===== config.mk =====
export PLATFORM = sky130hd
export DESIGN_NAME = cvsd_tdm_sched_flat
export DESIGN_NICKNAME = d
export VERILOG_FILES = /design/src/rtl/cvsd_pkg.sv /design/src/rtl/cvsd_tdm_sched_if.sv /design/src/rtl/cvsd_step_core.sv /design/src/rtl/cvsd_tdm_sched.sv /design/src/flat_wrapper.sv
export SDC_FILE = /design/constraint.sdc
export NUM_CORES = 1
export LEC_CHECK = 0
export CORE_ASPECT_RATIO = 0.75
export CORE_MARGIN = 2
export CORE_UTILIZATION = 47
export CTS_CLUSTER_DIAMETER = 120
export DETAILED_ROUTE_END_ITERATION = 8
export PLACE_DENSITY_LB_ADDON = 0.12
export SKIP_LAST_GASP = 1
export SLEW_MARGIN = 5
export SYNTH_ARGS = -nofsm -noshare
export SYNTH_HDL_FRONTEND = slang
export SYNTH_HIERARCHICAL = 1
export SYNTH_SLANG_ARGS = --single-unit

===== constraint.sdc =====
create_clock -name clk_10k -period 12 [get_ports clk_10k]
set_clock_uncertainty 0.2 [all_clocks]
set_input_delay 1.2 -clock clk_10k [delete_from_list [all_inputs] [get_ports clk_10k]]
set_output_delay 1.2 -clock clk_10k [all_outputs]
set_load 0.02 [all_outputs]

===== src/rtl/cvsd_pkg.sv =====
// Shared types and defaults for the time-shared CVSD step-adaptation datapath.
package cvsd_pkg;

  localparam int unsigned BETA_DEF  = 48;
  localparam int unsigned DELTA_DEF = 1;
  localparam int unsigned STEP0_DEF = 10;
  localparam int unsigned XP0_DEF   = 128;

  typedef enum logic [1:0] {
    IDLE  = 2'd0,
    GRANT = 2'd1,
    CALC  = 2'd2,
    EMIT  = 2'd3
  } state_t;

  // h0 is the previous output bit, h1 the one before it
  typedef struct packed {
    logic [7:0] xp;
    logic [7:0] step;
    logic       h0;
    logic       h1;
  } cvsd_ch_state_t;

  localparam cvsd_ch_state_t CH_RST = '{
    xp:   8'(XP0_DEF),
    step: 8'(STEP0_DEF),
    h0:   1'b1,
    h1:   1'b0
  };

  function automatic cvsd_ch_state_t ch_init(input logic [7:0] xp0, input logic [7:0] step0);
    cvsd_ch_state_t s;
    s.xp   = xp0;
    s.step = step0;
    s.h0   = 1'b1;
    s.h1   = 1'b0;
    return s;
  endfunction

endpackage


===== src/rtl/cvsd_tdm_sched_if.sv =====
// Requester/framer side bundle of the CVSD TDM scheduler.
interface cvsd_tdm_sched_if #(
  parameter int unsigned NCH = 4
);
  logic [NCH-1:0]   ch_req;
  logic [8*NCH-1:0] x_in;
  logic [NCH-1:0]   ch_clr;
  logic [NCH-1:0]   ch_ack;
  logic             bit_valid;
  logic             bit_out;
  logic [2:0]       bit_ch;
  logic [7:0]       xp_out;
  logic [7:0]       step_out;

  modport master (
    output ch_req, x_in, ch_clr,
    input  ch_ack, bit_valid, bit_out, bit_ch, xp_out, step_out
  );

  modport slave (
    input  ch_req, x_in, ch_clr,
    output ch_ack, bit_valid, bit_out, bit_ch, xp_out, step_out
  );
endinterface


===== src/rtl/cvsd_step_core.sv =====
// Single-sample CVSD step adaptation: comparator bit, 3-run detect, step decay/boost, xp update.
module cvsd_step_core
  import cvsd_pkg::*;
#(
  parameter int unsigned BETA  = BETA_DEF,
  parameter int unsigned DELTA = DELTA_DEF
) (
  input  logic [7:0]     x,
  input  cvsd_ch_state_t st,
  output logic           v2,
  output logic [7:0]     step_new,
  output logic [7:0]     xp_new
);

  logic        flag;
  logic [13:0] prod;
  logic [13:0] quo;

  always_comb begin
    v2   = (st.xp <= x);
    flag = (v2 == st.h0) && (v2 == st.h1);
    prod = 14'(BETA) * 14'(st.step);
    quo  = prod / 14'd50;
    step_new = quo[7:0] + (flag ? 8'(DELTA) : '0);
    // xp moves by the pre-update step and wraps modulo 256
    xp_new = v2 ? (st.xp + st.step) : (st.xp - st.step);
  end

endmodule


===== src/rtl/cvsd_tdm_sched.sv =====
// Round-robin scheduler sharing one CVSD step core across NCH channels with a per-channel state bank.
module cvsd_tdm_sched
  import cvsd_pkg::*;
#(
  parameter int unsigned NCH   = 4,
  parameter int unsigned BETA  = BETA_DEF,
  parameter int unsigned DELTA = DELTA_DEF,
  parameter int unsigned STEP0 = STEP0_DEF,
  parameter int unsigned XP0   = XP0_DEF
) (
  input  logic            clk_10k,
  input  logic            rst_n,
  input  logic            en,
  output logic            busy,
  cvsd_tdm_sched_if.slave bus
);

  localparam int unsigned GW = (NCH > 1) ? $clog2(NCH) : 1;
  localparam logic [NCH-1:0] ONE_HOT0 = NCH'(1);
  localparam cvsd_ch_state_t CH_INIT = '{
    xp:   8'(XP0),
    step: 8'(STEP0),
    h0:   1'b1,
    h1:   1'b0
  };

  state_t         state, nstate;
  logic [GW-1:0]  g, rr, sel;
  logic           sel_ok;
  cvsd_ch_state_t bank [NCH];
  cvsd_ch_state_t w_st;
  logic [7:0]     w_x;
  logic           v2;
  logic [7:0]     step_new, xp_new;
  logic           r_bit;
  logic [2:0]     r_ch;
  logic [7:0]     r_xp, r_step;

  cvsd_step_core #(
    .BETA  (BETA),
    .DELTA (DELTA)
  ) u_core (
    .x        (w_x),
    .st       (w_st),
    .v2       (v2),
    .step_new (step_new),
    .xp_new   (xp_new)
  );

  // First requesting channel at or after the round-robin pointer
  always_comb begin : sel_blk
    int unsigned idx;
    idx    = 0;
    sel    = '0;
    sel_ok = 1'b0;
    for (int unsigned i = 0; i < NCH; i++) begin
      idx = (32'(rr) + i) % NCH;
      if (!sel_ok && bus.ch_req[idx]) begin
        sel_ok = 1'b1;
        sel    = GW'(idx);
      end
    end
  end

  always_comb begin
    nstate = state;
    case (state)
      IDLE:    if (en && sel_ok) nstate = GRANT;
      GRANT:   nstate = CALC;
      CALC:    nstate = EMIT;
      EMIT:    nstate = IDLE;
      default: nstate = IDLE;
    endcase
  end

  always_comb begin
    busy          = (state != IDLE);
    bus.bit_valid = (state == EMIT);
    bus.ch_ack    = (state == GRANT) ? (ONE_HOT0 << g) : '0;
    bus.bit_out   = r_bit;
    bus.bit_ch    = r_ch;
    bus.xp_out    = r_xp;
    bus.step_out  = r_step;
  end

  always_ff @(posedge clk_10k or negedge rst_n) begin
    if (!rst_n) begin
      state  <= IDLE;
      g      <= '0;
      rr     <= '0;
      w_x    <= '0;
      w_st   <= CH_INIT;
      r_bit  <= 1'b0;
      r_ch   <= '0;
      r_xp   <= '0;
      r_step <= '0;
    end else begin
      state <= nstate;
      case (state)
        IDLE: if (en && sel_ok) g <= sel;
        GRANT: begin
          w_x  <= bus.x_in[8*int'(g) +: 8];
          w_st <= bank[g];
        end
        CALC: begin
          r_bit  <= v2;
          r_ch   <= 3'(g);
          r_xp   <= xp_new;
          r_step <= step_new;
        end
        EMIT: rr <= (32'(g) == NCH - 1) ? '0 : g + 1'b1;
        default: ;
      endcase
    end
  end

  // Clear takes priority over the EMIT write-back of the same channel
  always_ff @(posedge clk_10k or negedge rst_n) begin
    if (!rst_n) begin
      for (int unsigned c = 0; c < NCH; c++) bank[c] <= CH_INIT;
    end else begin
      for (int unsigned c = 0; c < NCH; c++) begin
        if (bus.ch_clr[c]) begin
          bank[c] <= CH_INIT;
        end else if (state == EMIT && g == GW'(c)) begin
          bank[c].xp   <= r_xp;
          bank[c].step <= r_step;
          bank[c].h0   <= r_bit;
          bank[c].h1   <= w_st.h0;
        end
      end
    end
  end

endmodule


===== src/flat_wrapper.sv =====
// flat-port wrapper written by rule: the top's interface ports become plain ports
module cvsd_tdm_sched_flat import cvsd_pkg::*;
#(
  parameter int unsigned NCH   = 4,
  parameter int unsigned BETA  = BETA_DEF,
  parameter int unsigned DELTA = DELTA_DEF,
  parameter int unsigned STEP0 = STEP0_DEF,
  parameter int unsigned XP0   = XP0_DEF
)
  (clk_10k, rst_n, en, busy, bus_ch_req, bus_x_in, bus_ch_clr, bus_ch_ack, bus_bit_valid, bus_bit_out, bus_bit_ch, bus_xp_out, bus_step_out);
  cvsd_tdm_sched_if #(.NCH(NCH)) bus_i ();
  input  logic clk_10k;
  input  logic rst_n;
  input  logic en;
  output logic busy;
  input wire logic [$bits(bus_i.ch_req)-1:0] bus_ch_req;
  input wire logic [$bits(bus_i.x_in)-1:0] bus_x_in;
  input wire logic [$bits(bus_i.ch_clr)-1:0] bus_ch_clr;
  output wire logic [$bits(bus_i.ch_ack)-1:0] bus_ch_ack;
  output wire logic [$bits(bus_i.bit_valid)-1:0] bus_bit_valid;
  output wire logic [$bits(bus_i.bit_out)-1:0] bus_bit_out;
  output wire logic [$bits(bus_i.bit_ch)-1:0] bus_bit_ch;
  output wire logic [$bits(bus_i.xp_out)-1:0] bus_xp_out;
  output wire logic [$bits(bus_i.step_out)-1:0] bus_step_out;
  assign bus_i.ch_req = bus_ch_req;
  assign bus_i.x_in = bus_x_in;
  assign bus_i.ch_clr = bus_ch_clr;
  assign bus_ch_ack = bus_i.ch_ack;
  assign bus_bit_valid = bus_i.bit_valid;
  assign bus_bit_out = bus_i.bit_out;
  assign bus_bit_ch = bus_i.bit_ch;
  assign bus_xp_out = bus_i.xp_out;
  assign bus_step_out = bus_i.step_out;
  cvsd_tdm_sched #(.NCH(NCH), .BETA(BETA), .DELTA(DELTA), .STEP0(STEP0), .XP0(XP0)) u_core (.clk_10k(clk_10k), .rst_n(rst_n), .en(en), .busy(busy), .bus(bus_i));
endmodule

Word-level counts from Yosys, hierarchy flattened. Index checks and enable logic that the tools add are counted.

Bits in registers: 123. Input port bits: 43. Output and inout bits: 26. Word-level logic and storage cells: 108.

Add/subtract/negate cells: 7. $mul: 1. Divide/modulo/power cells: 1. Order comparisons: 6. Equality and inequality tests: 9. Shift-type cells: 2. Muxes and demuxes: 33. Bitwise logic cells: 1. Reductions and logical operators: 20.

Operators by type and width (number): $mux 18 (10); $bmux 18 s2 (1); $shiftx 32x6->8 (1); $div 14x6->14 const B (1); $lt 2x3->1 const B (4); $mux 2 (6); $mul 2x8->10 const A (1); $reduce_bool 2->1 (5); $logic_and 1x1->1 (9); $mux 1 (9); $add 8x1->8 (1); $add 8x8->8 (1); $bmux 1 s2 (4); $eq 2x2->1 const B (4); $le 8x8->1 (1); $mux 8 (1); $pmux 2 s4 (1); $sub 8x8->8 (1); $add 2x1->2 const B (2); $add 2x2->2 const B (2); $eq 2x1->1 const B (2); $logic_not 2->1 (2); $mux 4 (1); $shl 1x2->4 const A (1); other kinds (6) (9).

Logic depth before layout (Yosys ltp). Gate-level depths: netlist (run 1).

Depth after elaboration: 15. Mapped depth: 41. Gate-level depth less buffers: 37.

Modules after synthesis. Netlist (run 1), hierarchy kept.

By module, submodules not included: cvsd_tdm_sched (instances 1, cells an instance 353, area an instance 5360.1 um^2, sequential area each 3103.0 um^2); cvsd_step_core (instances 1, cells an instance 468, area an instance 3318.2 um^2, sequential area each 0.0 um^2).

Least setup slack after synthesis (run 1). No wires, ideal clock.

Kind: reg2reg. From: reg u_core/w_st[3] in the netlist's numbering. To: reg u_core.r_step[4] (netlist: u_core/bus.step_out[4]). Arrival: 8300 ps. Path slack: 3375 ps. Stages on the path, launching flop included: 39. Clock period less this slack: 8625 ps. Cells stage by stage: dfstp_2 -> ha_1 -> inv_1 -> fa_1 -> nand2b_1 -> a21oi_2 -> xor2_1 -> nor4b_2 -> a211o_2 -> or3_4 -> a41oi_4 -> o221ai_2 -> a211o_1 -> a221o_1 -> buf_2 -> a21oi_1 -> xor2_1 -> ha_1 -> (+3 left out) -> a21oi_2 -> o22ai_1 -> inv_1 -> ha_1 -> clkbuf_1 -> o31a_1 -> buf_2 -> ha_1 -> nand2_1 -> mux2i_1 -> o21ai_0 -> nor4_2 -> o211ai_1 -> ha_1 -> ha_1 -> nand2_1 -> xor2_1 -> mux2_2.

Longest elaborated chain between the ends: 3.

RTL lines: from (decl) (RTL line cvsd_tdm_sched.sv:31) `cvsd_ch_state_t w_st;`; from (signal assigned) (RTL line cvsd_tdm_sched.sv:103) `w_st <= bank[g];`; $mul 2x8->10 (RTL line cvsd_step_core.sv:22) `prod = 14'(BETA) * 14'(st.step);`; $div 14x6->14 (RTL line cvsd_step_core.sv:23) `quo = prod / 14'd50;`; $add 8x1->8 (RTL line cvsd_step_core.sv:24) `step_new = quo[7:0] + (flag ? 8'(DELTA) : '0);`; named net u_core.step_new[4] (RTL line cvsd_tdm_sched.sv:34) `logic [7:0] step_new, xp_new;`; to (signal assigned) (RTL line cvsd_tdm_sched.sv:109) `r_step <= step_new;`; to (decl) (RTL line cvsd_tdm_sched.sv:37) `logic [7:0] r_xp, r_step;`.

The timed path passes the listed nets, and every way through them passes these cells. A chain may end at the register's enable or synchronous reset.

Final worst setup path (run 1).
From: reg u_core/w_st[2] in the netlist's numbering. To: reg u_core.r_step[4] (netlist: u_core/bus.step_out[4]).

The elaborated chain is that of the path after synthesis.

==> results_dict.tcl, run 1 <==
set metrics [dict create \
    status "complete, no violations" \
    ff2ff_path_depth 34 \
    cts-resized-gates 0 \
    ys_ff_latch 123 \
    finalCritPeriodShare_pct 87.7 \
    syn2layout_area_growth_pct 17.2 \
    r2r-end "u_core/bus.step_out[4]$_DFFE_PN0P_" \
    post-route-min-period_ns 10.52 \
    finalHoldWorstSlack_ns 0.301 \
    max-slew-margin-rel_pct 27.7 \
    grt_busiest_layer "met2" \
    avgSynthCellArea_um2 10.6 \
    cellPowerDensity_nw_per_um2 341 \
    synth_edf_count 0 \
    setup.worst_path.class "flip-flop to flip-flop" \
    cp_common_cell "ha_1" \
    setup_viol 0 \
    grt_pass1_vias 7111 \
    layout_commonest_cell "dfrtp_1" \
    worstSetupStartpoint "u_core/w_st[2]$_DFFE_PN0P_" \
    ys_types 97 \
    cp_slowest_stage_delay_ns 0.75 \
    maxSlewViolCount 0 \
    r2r-start "u_core/w_st[2]$_DFFE_PN0P_" \
    postCtsSetupBuffers 0 \
    final_cell_mix "dfrtp_1 (102), clkdlybuf4s50_1 (66), a22o_1 (57)" \
    clkLatencyLatePin_ns 0.40 \
    synth_top_cell_area_share_pct 29.7 \
    hold_violations 0 \
    crit_fanout 14 \
    synthCells 821 \
    routed_via_density 6.27 \
    grt_util_all_layers_pct 24.7 \
    synth_seq_area_share_pct 35.8 \
    power.leakage_nw 4.20 \
    final_area_um2 10200 \
    slowest_stage "a2bb2oi_1" \
    routed_wl_mm 23.4 \
    cts-buffers-inserted 17 \
    synth_fp_nets 913 \
    hold_end "u_core/bank[34]$_DFFE_PN0P_" \
    firstDrtPassIters 5 \
    cts.clk_slew.worst_paths_ns 0.06 \
    critical_path_required_ns 12.09 \
    reg2reg_slack_ns 1.48 \
    grt-ovfl-total 0 \
    irDropWorstVdd_v 0.000697 \
    hp-start "u_core/bank[34]$_DFFE_PN0P_" \
    arrival_ns 10.61 \
    coreArea_um2 18300 \
    tritoncts "built" \
    port_buffers 67 \
    n_antenna_cell 0 \
    yosys_warnings 6 \
    grt_use_met1_pct 36.8 \
    hold_buffers 0 \
    start_util_pct 47.4 \
    die_h_um 122 \
    fmax_ghz 0.0951 \
    met2_usage_pct 38.2 \
    h-tree-depth 4 \
    ys_top_cells_by_area "dfrtp_1 (30%), ha_1 (6.8%), mux4_2 (6.2%)" \
    clock_sinks 123 \
    place_area_um2 9540 \
    num_rows 43 \
    hpwl_mm 16.8 \
    grt_max_degree 69 \
    cap_violations 0 \
    clockRootBuffer "clkbuf_16" \
    wire_per_inst_um 20.6 \
    tightest_slew_ns 1.09 \
    rsz0062_at_grt "false" \
    power.total_mw 3.46 \
    tns_ns 0 \
    holdPathStages 1 \
    yosysTopAreaCell "dfrtp_1" \
    met3_usage_pct 4.29 \
    critPathLaunchType "flip-flop" \
    ioPinCount 69 \
    drc 0 \
    final_antenna_net_count 0 \
    die_x_um 161 \
    endpoint_kind "flip-flop" \
    antenna_found_initial 0 \
    async_reset_ff_share_pct 100 \
    layout.nets 970 \
    grt_pass1_wl_mm 38.5 \
    vias 7139 \
    clock_path_buffers 2 \
    design.die.area_um2 19600 \
    first_iter_violations 683 \
    drive_above_1_share_pct 19.5 \
    ys.flop_type "dfrtp_1" \
    min_path_type "flip-flop to flip-flop" \
    syn-cell-area_um2 8680 \
    gp_routability_congestion 0.878 \
    utilization_pct 55.6 \
]
-- state kept, by name, indices dropped and copies added (netlist names) --
register             cells
u_core/rr                2
u_core/bank             72
u_core/bus.bit_ch        2
u_core/bus.bit_out       1
u_core/g                 2
u_core/bus.xp_out        8
u_core/state             2
u_core/bus.step_out      8
u_core/w_st             18
u_core/w_x               8
-- cells in the mapped netlist, types with 16 or more instances --
| library cell | n |
|---|---|
| buf_2 | 18 |
| clkbuf_1 | 16 |
| a21oi_1 | 35 |
| dfrtp_1 | 103 |
| nor3_1 | 21 |
| a22o_1 | 57 |
| mux4_2 | 24 |
| xnor2_1 | 22 |
| mux2_2 | 47 |
| dfstp_2 | 20 |
| o22a_1 | 18 |
| o21ai_0 | 23 |
| ha_1 | 47 |
| inv_1 | 36 |
| nor2_1 | 49 |
| nand2_1 | 46 |
-- layer usage --
| metal | up-vias | wire length [um] |
|---|---|---|
| li1 | 3297 | - |
| met1 | 3595 | 11700 |
| met2 | 229 | 10300 |
| met3 | 18 | 1240 |
| met4 | 0 | 194 |
| met5 | - | 0 |
-- cells by family (layout without fill, tap and decap cells) --
kind of cell	count (synthesis)	count (layout)	synth area share (%)
buffers and inverters	74	144	3.86
xor gates and xnor gates	30	30	3.03
AOI/OAI and AO/OA	265	265	24.1
and+or+nand+nor	200	200	12.1
DFF	123	123	35.8
adders and majority gates	49	49	7.24
muxes	79	79	13.8
other	1	1	0.0432
-- area by class of cell --
| class | count | area (um2) |
|---|---|---|
| Sequential cell | 123 | 3100 |
| Inverter | 36 | 135 |
| Timing Repair Buffer | 76 | 736 |
| Clock inverter | 9 | 135 |
| Fill cell | 1570 | 8120 |
| Clock buffer | 23 | 498 |
| Multi-Input combinational cell | 624 | 5260 |
| Tap cell | 247 | 309 |
-- critical path, delay by kind of cell, from the launching register on --
kind,cells,cell delay (ns)
XOR/XNOR,2,0.38
AO/OA/AOI/OAI,12,4.52
adder cells (fa/ha/maj),6,1.73
flip-flops,1,0.67
buffers and inverters,1,0.07
AND/OR/NAND/NOR,11,2.19
multiplexers,2,0.60
-- power breakdown --
group | internal [mW] | leakage [nW] | switching, mW | total, mW
registers | 0.514 | 1.58 | 0.121 | 0.635
clock network | 0.355 | 0.302 | 0.186 | 0.541
logic | 0.957 | 2.32 | 1.33 | 2.29
total | 1.83 | 4.20 | 1.64 | 3.46
-- worst max path at each step --
stage	cells past startpoint	slack, ns	endpoint
5_1_grt	34	0.79	u_core/bus.step_out[4]$_DFFE_PN0P_
6_report	34	1.48	u_core/bus.step_out[4]$_DFFE_PN0P_
4_1_cts	34	1.71	u_core/bus.step_out[4]$_DFFE_PN0P_
2_1_floorplan	38	3.38	u_core/bus.step_out[4]$_DFFE_PN0P_
3_3_place_gp	36	1.87	u_core/bus.step_out[4]$_DFFE_PN0P_
3_5_place_dp	34	1.73	u_core/bus.step_out[4]$_DFFE_PN0P_
-- metrics by stage --
stage / instances / worst slack (ns)
floorplan: 821 / 3.38
global placement: 1106 / 1.87
detailed placement: 1106 / 1.73
CTS: 1138 / 1.71
global route: 1138 / 0.788
finish: 1138 / 1.48
Power figures use the tool's default switching activity.
==> inputs of run 2 (changes only) <==
--- a/config.mk
+++ b/config.mk
@@ -10,6 +10,7 @@
 export CORE_UTILIZATION = 47
 export CTS_CLUSTER_DIAMETER = 120
 export DETAILED_ROUTE_END_ITERATION = 8
+export DONT_BUFFER_PORTS = 1
 export PLACE_DENSITY_LB_ADDON = 0.12
 export SKIP_LAST_GASP = 1
 export SLEW_MARGIN = 5
==> run 2 against run 1 <==
Compared with the run above: first-iteration DRC count up 14%; non-clock buffer count down 69; highest routed layer unchanged; sequential share of layout area up 2.3 points; routed wire length down 3.9%.
==> results_dict.tcl, run 2 (synthesis gave the netlist of run 1 again) <==
set metrics [dict create \
    layout_commonest_cell "dfrtp_1" \
    tritoncts "built" \
    antenna_found_initial 0 \
    final_antenna_net_count 0 \
    num_rows 43 \
    clkLatencyLatePin_ns 0.41 \
    crit_fanout 14 \
    h-tree-depth 4 \
    clockRootBuffer "clkbuf_16" \
    drive_above_1_share_pct 20.9 \
    critPathLaunchType "flip-flop" \
    reg2reg_slack_ns 1.64 \
    tightest_slew_ns 1.15 \
    wire_per_inst_um 21.1 \
    fmax_ghz 0.0965 \
    reg_top3 "u_core/bank (72), u_core/w_st (18)" \
    vias 6890 \
    setup_viol 0 \
    first_iter_violations 780 \
    layout.nets 901 \
    ff2ff_path_depth 34 \
    grt_util_all_layers_pct 23.9 \
    routed_wl_mm 22.5 \
    cp_common_cell "ha_1" \
    firstDrtPassIters 5 \
    grt_max_degree 124 \
    grt_pass1_vias 6843 \
    slowest_stage "a2bb2oi_1" \
    routed_via_density 6.45 \
    endpoint_kind "flip-flop" \
    critical_path_required_ns 12.10 \
    grt_pass1_wl_mm 36.9 \
    port_buffers 0 \
    arrival_ns 10.46 \
    die_h_um 122 \
    cp_slowest_stage_delay_ns 0.72 \
    r2r-start "u_core/w_st[2]$_DFFE_PN0P_" \
    grt-ovfl-total 0 \
    hpwl_mm 16.1 \
    syn2layout_area_growth_pct 9.16 \
    setup.worst_path.class "flip-flop to flip-flop" \
    coreArea_um2 18300 \
    drc 0 \
    clock_sinks 123 \
    finalHoldWorstSlack_ns 0.282 \
    postCtsSetupBuffers 0 \
    top_register "u_core/bank" \
    post-route-min-period_ns 10.36 \
    r2r-end "u_core/bus.step_out[6]$_DFFE_PN0P_" \
    cts-resized-gates 0 \
    rsz0062_at_grt "false" \
    gp_routability_congestion 0.936 \
    cap_violations 0 \
    design.die.area_um2 19600 \
    n_antenna_cell 0 \
    hold_buffers 0 \
    largest_reg_flops 72 \
    final_cell_mix "dfrtp_1 (102), a22o_1 (57), nor2_1 (49)" \
    hold_violations 0 \
    maxSlewViolCount 0 \
    die_x_um 161 \
    clock_path_buffers 2 \
    ioPinCount 69 \
    start_util_pct 47.4 \
    cts-buffers-inserted 17 \
    min_path_type "input port to asynchronous set/reset pin" \
    cts.clk_slew.worst_paths_ns 0.06 \
    max-slew-margin-rel_pct 23.6 \
    status "complete, no violations" \
    tns_ns 0 \
    finalCritPeriodShare_pct 86.4 \
]
[run 2: changes by cell type in the layout (fill, tap and decap cells not counted), sizes merged]
cell           before  now
buf                10    7
clkinv              2    1
bufinv              3    1
inv                37   46
clkinvlp            3    1
clkbuf             23   19
clkdlybuf4s50      66    0
[run 2: cell type report]
cell class / instances / area [um2]
fill: 1599 / 8820
multi-input combinational: 624 / 5260
sequential: 123 / 3100
clock buffer: 19 / 475
tap: 247 / 309
clock inverter: 13 / 141
inverter: 36 / 135
timing repair buffer: 7 / 52.6
[run 2: metrics by stage]
stage                     util, %  cells  worst slack, ns  instance area (um2)
after floorplan                 -    821             3.38                 8680
after global placement       48.4   1037             2.25                 8860
after detailed placement     48.4   1037             1.98                 8860
after CTS                    51.8   1069             1.94                 9470
after global routing         51.8   1069            0.849                 9470
final                        51.8   1069             1.64                 9470
[run 2: how the worst max path moves through the flow]
stage,startpoint,to,slack [ns],cells after the start
final,u_core/w_st[2]$_DFFE_PN0P_,u_core/bus.step_out[6]$_DFFE_PN0P_,1.64,34
after global placement,u_core/w_st[2]$_DFFE_PN0P_,u_core/bus.step_out[4]$_DFFE_PN0P_,2.25,34
after detailed placement,u_core/w_st[2]$_DFFE_PN0P_,u_core/bus.step_out[6]$_DFFE_PN0P_,1.98,34
after global routing,u_core/w_st[2]$_DFFE_PN0P_,u_core/bus.step_out[4]$_DFFE_PN0P_,0.85,34
after floorplan,u_core/w_st[3]$_DFFE_PN1P_,u_core/bus.step_out[4]$_DFFE_PN0P_,3.38,38
after CTS,u_core/w_st[2]$_DFFE_PN0P_,u_core/bus.step_out[6]$_DFFE_PN0P_,1.94,34
[run 2: layer usage]
| metal | GRT usage, % | vias to the layer above | wire length, um |
|---|---|---|---|
| met2 | 36.7 | 254 | 9920 |
| met3 | 5.79 | 33 | 1540 |
| met5 | 0 | - | 0 |
| met1 | 34.7 | 3434 | 10800 |
| li1 | - | 3169 | - |
| met4 | 4.97 | 0 | 257 |
[run 2: worst max-delay path: cells and delay by family, from the launching register on]
family	cells	cell delay, ns
AOI/OAI and AO/OA	12	4.36
and+or+nand+nor	11	2.24
adders and majority gates	6	1.74
DFF	1	0.65
muxes	2	0.63
xor gates and xnor gates	2	0.37
buffers and inverters	1	0.06
Power of run 2 is left out: the tool's default activity adds up to more than one toggle a clock period on the data nets, which glitch-free logic cannot reach.
